<file path="src/rtl/fifo_wr_arbiter.sv">
// Round-robin write-port arbiter sharing one FIFO between NREQ valid/ready producers.
// Latency: 1-cycle bubble from IDLE to the first write; accepted beats reach the FIFO on the same edge.
// Backpressure: i_wr_full holds grant, beat count and pointer; no beat is accepted while full.
module fifo_wr_arbiter #(
  parameter int DATAW    = 8,
  parameter int NREQ     = 4,
  parameter int MAXBURST = 4
) (
  input  logic                    clk,
  input  logic                    rst_n,
  input  logic [NREQ-1:0]         i_req_valid,
  input  logic [NREQ*DATAW-1:0]   i_req_data,
  output logic [NREQ-1:0]         o_req_ready,
  output logic [NREQ-1:0]         o_grant,
  output logic                    o_busy,
  output logic                    o_wr_en,
  output logic [DATAW-1:0]        o_wr_data,
  input  logic                    i_wr_full
);

  localparam int IW = $clog2(NREQ);
  localparam int CW = $clog2(MAXBURST + 1);
  localparam logic [CW-1:0] LAST_BEAT = CW'(MAXBURST - 1);
  localparam logic [IW-1:0] LAST_IDX  = IW'(NREQ - 1);

  typedef enum logic {
    S_IDLE,
    S_GRANT
  } state_e;

  state_e          state_q, state_d;
  logic [IW-1:0]   gnt_idx_q, gnt_idx_d;
  logic [IW-1:0]   rr_ptr_q, rr_ptr_d;
  logic [CW-1:0]   beat_cnt_q, beat_cnt_d;

  logic            cur_vld;
  logic            xfer;
  logic            release_now;
  logic [IW-1:0]   rel_ptr;
  logic [IW:0]     idle_sel;
  logic [IW:0]     rel_sel;

  // Modulo-NREQ increment that also works for non-power-of-two NREQ.
  function automatic logic [IW-1:0] inc_idx(input logic [IW-1:0] idx);
    return (idx == LAST_IDX) ? '0 : idx + 1'b1;
  endfunction

  // First valid requester scanning from ptr upward with wrap; MSB of result flags a hit.
  function automatic logic [IW:0] select_req(input logic [IW-1:0] ptr,
                                             input logic [NREQ-1:0] vld);
    logic [IW-1:0] cand;
    logic [IW-1:0] pick;
    logic          found;
    cand  = ptr;
    pick  = ptr;
    found = 1'b0;
    for (int k = 0; k < NREQ; k++) begin
      if (!found && vld[cand]) begin
        found = 1'b1;
        pick  = cand;
      end
      cand = inc_idx(cand);
    end
    return {found, pick};
  endfunction

  assign cur_vld     = (state_q == S_GRANT) && i_req_valid[gnt_idx_q];
  assign xfer        = cur_vld && !i_wr_full;
  // A full FIFO blocks only the burst-length release; a dropped valid releases regardless.
  assign release_now = (xfer && (beat_cnt_q == LAST_BEAT)) || !cur_vld;
  assign rel_ptr     = inc_idx(gnt_idx_q);
  assign idle_sel    = select_req(rr_ptr_q, i_req_valid);
  assign rel_sel     = select_req(rel_ptr, i_req_valid);

  // Grant-side outputs are a pure function of the registered grant, so reset clears them at once.
  always_comb begin
    o_req_ready = '0;
    o_grant     = '0;
    o_busy      = 1'b0;
    o_wr_en     = 1'b0;
    o_wr_data   = '0;
    if (state_q == S_GRANT) begin
      o_busy               = 1'b1;
      o_grant[gnt_idx_q]   = 1'b1;
      o_req_ready[gnt_idx_q] = !i_wr_full;
      o_wr_en              = xfer;
      for (int r = 0; r < NREQ; r++) begin
        if (gnt_idx_q == IW'(r)) begin
          o_wr_data = i_req_data[r*DATAW +: DATAW];
        end
      end
    end
  end

  // Next-state: pick in IDLE with a bubble, re-pick on release without one.
  always_comb begin
    state_d    = state_q;
    gnt_idx_d  = gnt_idx_q;
    rr_ptr_d   = rr_ptr_q;
    beat_cnt_d = beat_cnt_q;
    case (state_q)
      S_IDLE: begin
        if (|i_req_valid) begin
          gnt_idx_d  = idle_sel[IW-1:0];
          beat_cnt_d = '0;
          state_d    = S_GRANT;
        end
      end
      S_GRANT: begin
        if (release_now) begin
          rr_ptr_d   = rel_ptr;
          beat_cnt_d = '0;
          if (rel_sel[IW]) begin
            gnt_idx_d = rel_sel[IW-1:0];
          end else begin
            state_d = S_IDLE;
          end
        end else if (xfer) begin
          beat_cnt_d = beat_cnt_q + 1'b1;
        end
      end
      default: state_d = S_IDLE;
    endcase
  end

  // State registers; reset abandons any burst and restores requester 0 as top priority.
  always_ff @(posedge clk or negedge rst_n) begin
    if (!rst_n) begin
      state_q    <= S_IDLE;
      gnt_idx_q  <= '0;
      rr_ptr_q   <= '0;
      beat_cnt_q <= '0;
    end else begin
      state_q    <= state_d;
      gnt_idx_q  <= gnt_idx_d;
      rr_ptr_q   <= rr_ptr_d;
      beat_cnt_q <= beat_cnt_d;
    end
  end

endmodule

</file>
<file path="config.mk">
export PLATFORM = sky130hd
export DESIGN_NAME = fifo_wr_arbiter
export DESIGN_NICKNAME = d
export VERILOG_FILES = /design/src/rtl/fifo_wr_arbiter.sv
export SDC_FILE = /design/constraint.sdc
export NUM_CORES = 1
export LEC_CHECK = 0
export CAP_MARGIN = 25
export CORE_ASPECT_RATIO = 1.4
export CORE_MARGIN = 3
export CORE_UTILIZATION = 44
export CTS_BUF_LIST = sky130_fd_sc_hd__clkbuf_4
export CTS_CLUSTER_DIAMETER = 60
export CTS_CLUSTER_SIZE = 25
export DETAILED_ROUTE_END_ITERATION = 8
export GPL_TIMING_DRIVEN = 0
export MAX_ROUTING_LAYER = met4
export PLACE_DENSITY_LB_ADDON = 0.05
export SLEW_MARGIN = 5
export SYNTH_ARGS = -nofsm -noshare
export SYNTH_HDL_FRONTEND = slang
export SYNTH_SLANG_ARGS = --single-unit
</file>
<file path="constraint.sdc">
create_clock -name clk -period 3.2 [get_ports clk]
set_input_delay 0.64 -clock clk [delete_from_list [all_inputs] [get_ports clk]]
set_output_delay 0.64 -clock clk [all_outputs]
set_load 0.02 [all_outputs]
</file>
==> results.toml, run 1 <==
[floorplanning]
core_region_area_sq_um = 2880
start_util = 0.465
io_pins = 57
die_w_microns = 52.6
rows = 23
die_area_sq_um = 3750
die_y_microns = 71.2

[routing]
drt-initial-drc-count = 44
dr.pass1.iters = 4
wirelength_microns = 4100
viasPerCell = 5.85
dr_total_vias = 1561
post_drt_wl_per_cell_microns = 15.4
postRouteAntennaNets = 0
drcViolationCount = 0

[critical_path]
max_stage_delay_ns = 0.40
worstPathArrival_ns = 2.41
path_buf_inv = 4
required_ns = 2.56
worstSetupPathType = "flop to output port"
crit_fanout = 10
cp_cell_sequence = "buf_4, inv_1, ha_1, nor2b_1, clkbuf_2, a221oi_1, a211o_1, a21oi_1, dlygate4sd2_1"
crit_slowest_cell = "dfrtp_1"
crit_path_end_kind = "output port"
cp_top_family = "buffers and inverters"
cp-start-kind = "flop"

[synthesis]
yosysTopAreaCell = "dfrtp_1"
seq_area_frac_synth = 0.150
ys_types = 47
yosys_warnings = 0
synth.area.top_cells = "dfrtp_1 (15%), mux4_2 (6.7%), ha_1 (6.5%)"
synth_nets = 219
synthTopCellsByCount = "inv_1 (16), nand2_1 (14), a21oi_1 (13)"
ys_seq_elements = 8
yosysMostFrequentCell = "inv_1"
syn_inst = 173
synth_area_sq_um = 1340
netlist.area_leader.share = 0.150
async_reset_ff_frac = 1.00
synth_edf_count = 0
synth_ff_type = "dfrtp_1"
synth_area_per_cell_sq_um = 7.73

[place]
place_hpwl_microns = 3350
placedCellCount = 266
dpl_cell_area_sq_um = 1940
io_buffers = 56
pre_cts_slack_ns = -0.119
routabilityCongestion = 0.881

[run_status]
status = "complete, no violations"

[timing]
rsz0062_at_grt = "false"
setup_ws_ns = 0.151
worstMarginPinSlew_ns = 0.464
finalSetupViolCount = 0
fmax_mhz = 328
post-route-min-period_ns = 3.05
slew_headroom = 0.691
holdWs_ns = 0.489
slew_violations = 0
clock_skew_ns = 0.0103
hold_viol_final = 0
fin_crit_sh = 0.953

[final_layout]
multiInputGateArea_sq_um = 976
seqCellArea_sq_um = 200
stdcell_count = 267
final_layout_size_suffix_gt1_frac = 0.117
finalInstanceArea_sq_um = 1960
layout.nets = 278
area_delta_synth_final_pct = 46.6
antenna_cells = 0
fill_cells = 260

[grt]
grt_first_pass_wirelength_microns = 6580
overflow = 0
antenna_found_initial = 0
grt_max_degree = 11
track_usage = 0.225
grt_pass1_vias = 1497

[clocking]
cts_num_sinks = 8
cts_buffer_depth = 2
clk_latency_ns = 0.26
cts.htree.levels = 1
cts_tree = "built"
postCtsHoldBufs = 0
root_buffer = "clkbuf_4"
path_clk_slew_ns = 0.06
cts_buffers = 3

[power_and_ir_drop]
ir_drop_v = 0.000712
p_leak_uw = 0.000841
p_per_area_nw_per_um2 = 949
power.total_uw = 1860

[job]
drv_cap = 0

[hold_path]
min_path_type = "flop to flop"
[flip-flops by register name (all words and copies together) (netlist names)]
name and flops:
beat_cnt_q 3, gnt_idx_q 2, rr_ptr_q 2, state_q 1
[where the power goes]
part,internal [uW],total [uW],switching (uW)
clock network,42.9,77.9,35.0
registers,141,181,39.8
logic,737,1600,865
[kinds of logic after synthesis]
kind of cell,after synthesis,synth area share
buffers and inverters,33,0.123
AND/OR/NAND/NOR,55,0.222
XOR/XNOR,2,0.0131
flip-flops,8,0.150
multiplexers,10,0.117
adder cells (fa/ha/maj),7,0.0655
AO/OA/AOI/OAI,58,0.311
[routing by layer]
metal	part of all wire	track usage
met5	0	-
met4	0.0032	0.0369
met3	0.063	0.0353
met2	0.55	0.439
met1	0.39	0.230
[cells in the final DEF, fill, tap and decap left out, types with 5 or more instances in the layout]
| master | Yosys | layout |
|---|---|---|
| a211o_1 | 8 | 8 |
| a21oi_1 | 13 | 13 |
| a221oi_1 | 7 | 7 |
| and2_1 | 8 | 8 |
| clkdlybuf4s50_1 | 0 | 47 |
| dfrtp_1 | 8 | 8 |
| dlygate4sd2_1 | 0 | 8 |
| ha_1 | 7 | 6 |
| inv_1 | 16 | 16 |
| nand2_1 | 14 | 14 |
| nor2_1 | 11 | 11 |
| nor3_1 | 5 | 5 |
| o21ai_0 | 5 | 5 |
| o21ai_1 | 6 | 6 |
[stage by stage]
stage / util / TNS [ns]
global placement: 0.676 / -0.0900
finish: 0.681 / 0
detailed placement: 0.676 / -0.121
floorplan: - / 0
global route: 0.681 / 0
CTS: 0.680 / 0
[path summary, 6_finish.rpt]
| kind | slack [ns] | from | end | depth (start not counted) |
|---|---|---|---|---|
| worst max-delay path | 0.15 | gnt_idx_q[0]$_DFFE_PN0P_ | o_wr_data[1] | 9 |
| worst min-delay path | 0.49 | beat_cnt_q[0]$_DFFE_PN0P_ | beat_cnt_q[0]$_DFFE_PN0P_ | 1 |
| worst max register to register | 0.60 | gnt_idx_q[0]$_DFFE_PN0P_ | gnt_idx_q[1]$_DFFE_PN0P_ | 10 |
| worst min register to register | 0.49 | beat_cnt_q[0]$_DFFE_PN0P_ | beat_cnt_q[0]$_DFFE_PN0P_ | 1 |
| max in group asynchronous | 2.29 | rst_n | rr_ptr_q[0]$_DFFE_PN0P_ | 1 |
| min in group asynchronous | 0.64 | rst_n | gnt_idx_q[0]$_DFFE_PN0P_ | 1 |
[layout make-up]
cell class	count	area share
repair buffers	56	0.282
clock buffers	3	0.0115
inverters	16	0.0306
multi-input cells	132	0.498
plain buffers	15	0.0523
well taps	37	0.0236
flip-flops and latches	8	0.102
[worst reg2reg max path: stages, from the launching register on]
cell and delay (ns):
dfrtp_1 0.38, buf_4 0.20, inv_1 0.10, ha_1 0.31, buf_6 0.13, mux4_2 0.56, nor4_2 0.18, o21ai_1 0.11
o2bb2ai_1 0.14, o21a_1 0.17, o31ai_2 0.23
[timing repair]
item	CTS	global route
gates resized for setup	11	5
setup buffers	0	0
setup endpoints to repair	11	2
No activity file was read; power rests on OpenSTA's default activity.
==> run 2, diff against run 1 <==
--- a/config.mk
+++ b/config.mk
@@ -7,7 +7,7 @@
 export LEC_CHECK = 0
 export CAP_MARGIN = 25
 export CORE_ASPECT_RATIO = 1.4
-export CORE_MARGIN = 3
+export CORE_MARGIN = 5
 export CORE_UTILIZATION = 44
 export CTS_BUF_LIST = sky130_fd_sc_hd__clkbuf_4
 export CTS_CLUSTER_DIAMETER = 60
==> results.toml, run 2 (synthesis gave the netlist of run 1 again) <==
[clocking]
cts_num_sinks = 8
cts_buffer_depth = 2
clk_latency_ns = 0.25
path_clk_slew_ns = 0.06
cts_tree = "built"
root_buffer = "clkbuf_4"
cts.htree.levels = 1
cts_buffers = 3

[power_and_ir_drop]
ir_drop_v = 0.000692
power.total_uw = 1870
p_leak_uw = 0.000828
p_per_area_nw_per_um2 = 954

[routing]
viasPerCell = 5.92
drcViolationCount = 0
wirelength_microns = 4270
postRouteAntennaNets = 0
dr.pass1.iters = 4
drt-initial-drc-count = 71
dr_total_vias = 1580
post_drt_wl_per_cell_microns = 16.0

[critical_path]
worst_r2r_path_depth = 10
worstPathArrival_ns = 2.45
r2r_start = "gnt_idx_q[0]$_DFFE_PN0P_"
worstSetupPathType = "flop to output port"
r2r-end = "gnt_idx_q[1]$_DFFE_PN0P_"
cp_top_family = "buffers and inverters"
crit_slowest_cell = "clkdlybuf4s50_1"
max_stage_delay_ns = 0.62
path_buf_inv = 4
crit_path_end_kind = "output port"
cp_cell_sequence = "buf_4, inv_1, ha_2, buf_2, a21oi_1, nor2_1, a21oi_1, nor2_1, clkdlybuf4s50_1"
crit_fanout = 10
required_ns = 2.56
cp-start-kind = "flop"
r2r_slack_ns = 0.60
cp-startpoint = "gnt_idx_q[0]$_DFFE_PN0P_"

[final_layout]
final_layout_size_suffix_gt1_frac = 0.117
top_regs = "beat_cnt_q (3), gnt_idx_q (2), rr_ptr_q (2)"
layout.nets = 278
fin_util = 0.673
antenna_cells = 0
fill_cells = 265
layout_commonest_cell = "clkdlybuf4s50_1"
final_cell_mix = "clkdlybuf4s50_1 (48), inv_1 (16), nand2_1 (14)"
largest-register = "beat_cnt_q"
largest_reg_flops = 3
stdcell_count = 267
area_delta_synth_final_pct = 46.2

[grt]
track_usage = 0.206
grt_first_pass_wirelength_microns = 6900
grt_max_degree = 11
grt_pass1_vias = 1516
overflow = 0
antenna_found_initial = 0

[floorplanning]
io_pins = 57
die_area_sq_um = 4260
die_w_microns = 56.6
start_util = 0.460
rows = 23
die_y_microns = 75.2
core_region_area_sq_um = 2910

[place]
place_hpwl_microns = 3420
placedCellCount = 266
pre_cts_slack_ns = -0.120
io_buffers = 56
routabilityCongestion = 0.858

[timing]
holdWs_ns = 0.494
fmax_mhz = 324
slew_violations = 0
slew_headroom = 0.672
worstMarginPinSlew_ns = 0.491
clock_skew_ns = 0.0102
post-route-min-period_ns = 3.09
fin_crit_sh = 0.964
setup_ws_ns = 0.114
finalSetupViolCount = 0
hold_viol_final = 0
rsz0062_at_grt = "true"

[run_status]
status = "complete, no violations"

[hold_path]
min_path_type = "flop to flop"
worst_hold_path.endpoint = "beat_cnt_q[0]$_DFFE_PN0P_"
hold_depth = 1
min_from = "beat_cnt_q[0]$_DFFE_PN0P_"

[job]
drv_cap = 0
==> run 2: how the worst max path moves through the flow <==
stage / end / cells after the start
after floorplan: o_wr_data[0] / 8
after global placement: o_wr_en / 7
after detailed placement: o_wr_en / 7
after CTS: o_wr_data[5] / 9
after global routing: o_wr_data[5] / 9
final: o_wr_data[5] / 9
==> run 2: power breakdown <==
part,switching [uW],internal (uW)
clock,33.0,42.8
sequential,41.5,141
combinational,871,737
total,946,921
==> run 2: repair_timing <==
item                                    4_1_cts  5_1_grt
hold buffers                                  0        0
setup buffers                                 0        0
resized for setup                            10        4
endpoints found under the setup margin       11        6
==> run 2: cell type report <==
type / count / area [sq um] / share of cell area
Buffer: 15 / 100 / 0.0512
Clock buffer: 3 / 22.5 / 0.0115
Inverter: 16 / 60.1 / 0.0307
Multi-Input combinational cell: 132 / 976 / 0.499
Sequential cell: 8 / 200 / 0.102
Tap cell: 37 / 46.3 / 0.0237
Timing Repair Buffer: 56 / 551 / 0.282
==> run 2: metal layers <==
metal,up-vias,part of all wire,track usage
met2,87,0.55,0.415
met1,732,0.36,0.206
li1,751,-,-
met4,0,0.012,0.0343
met5,-,0,-
met3,10,0.077,0.0412
==> run 2: per-stage QoR <==
| stage | setup TNS [ns] | cell area [sq um] |
|---|---|---|
| floorplan | 0 | 1340 |
| global placement | -0.0987 | 1940 |
| detailed placement | -0.120 | 1940 |
| CTS | 0 | 1960 |
| global route | -0.0720 | 1960 |
| finish | 0 | 1960 |
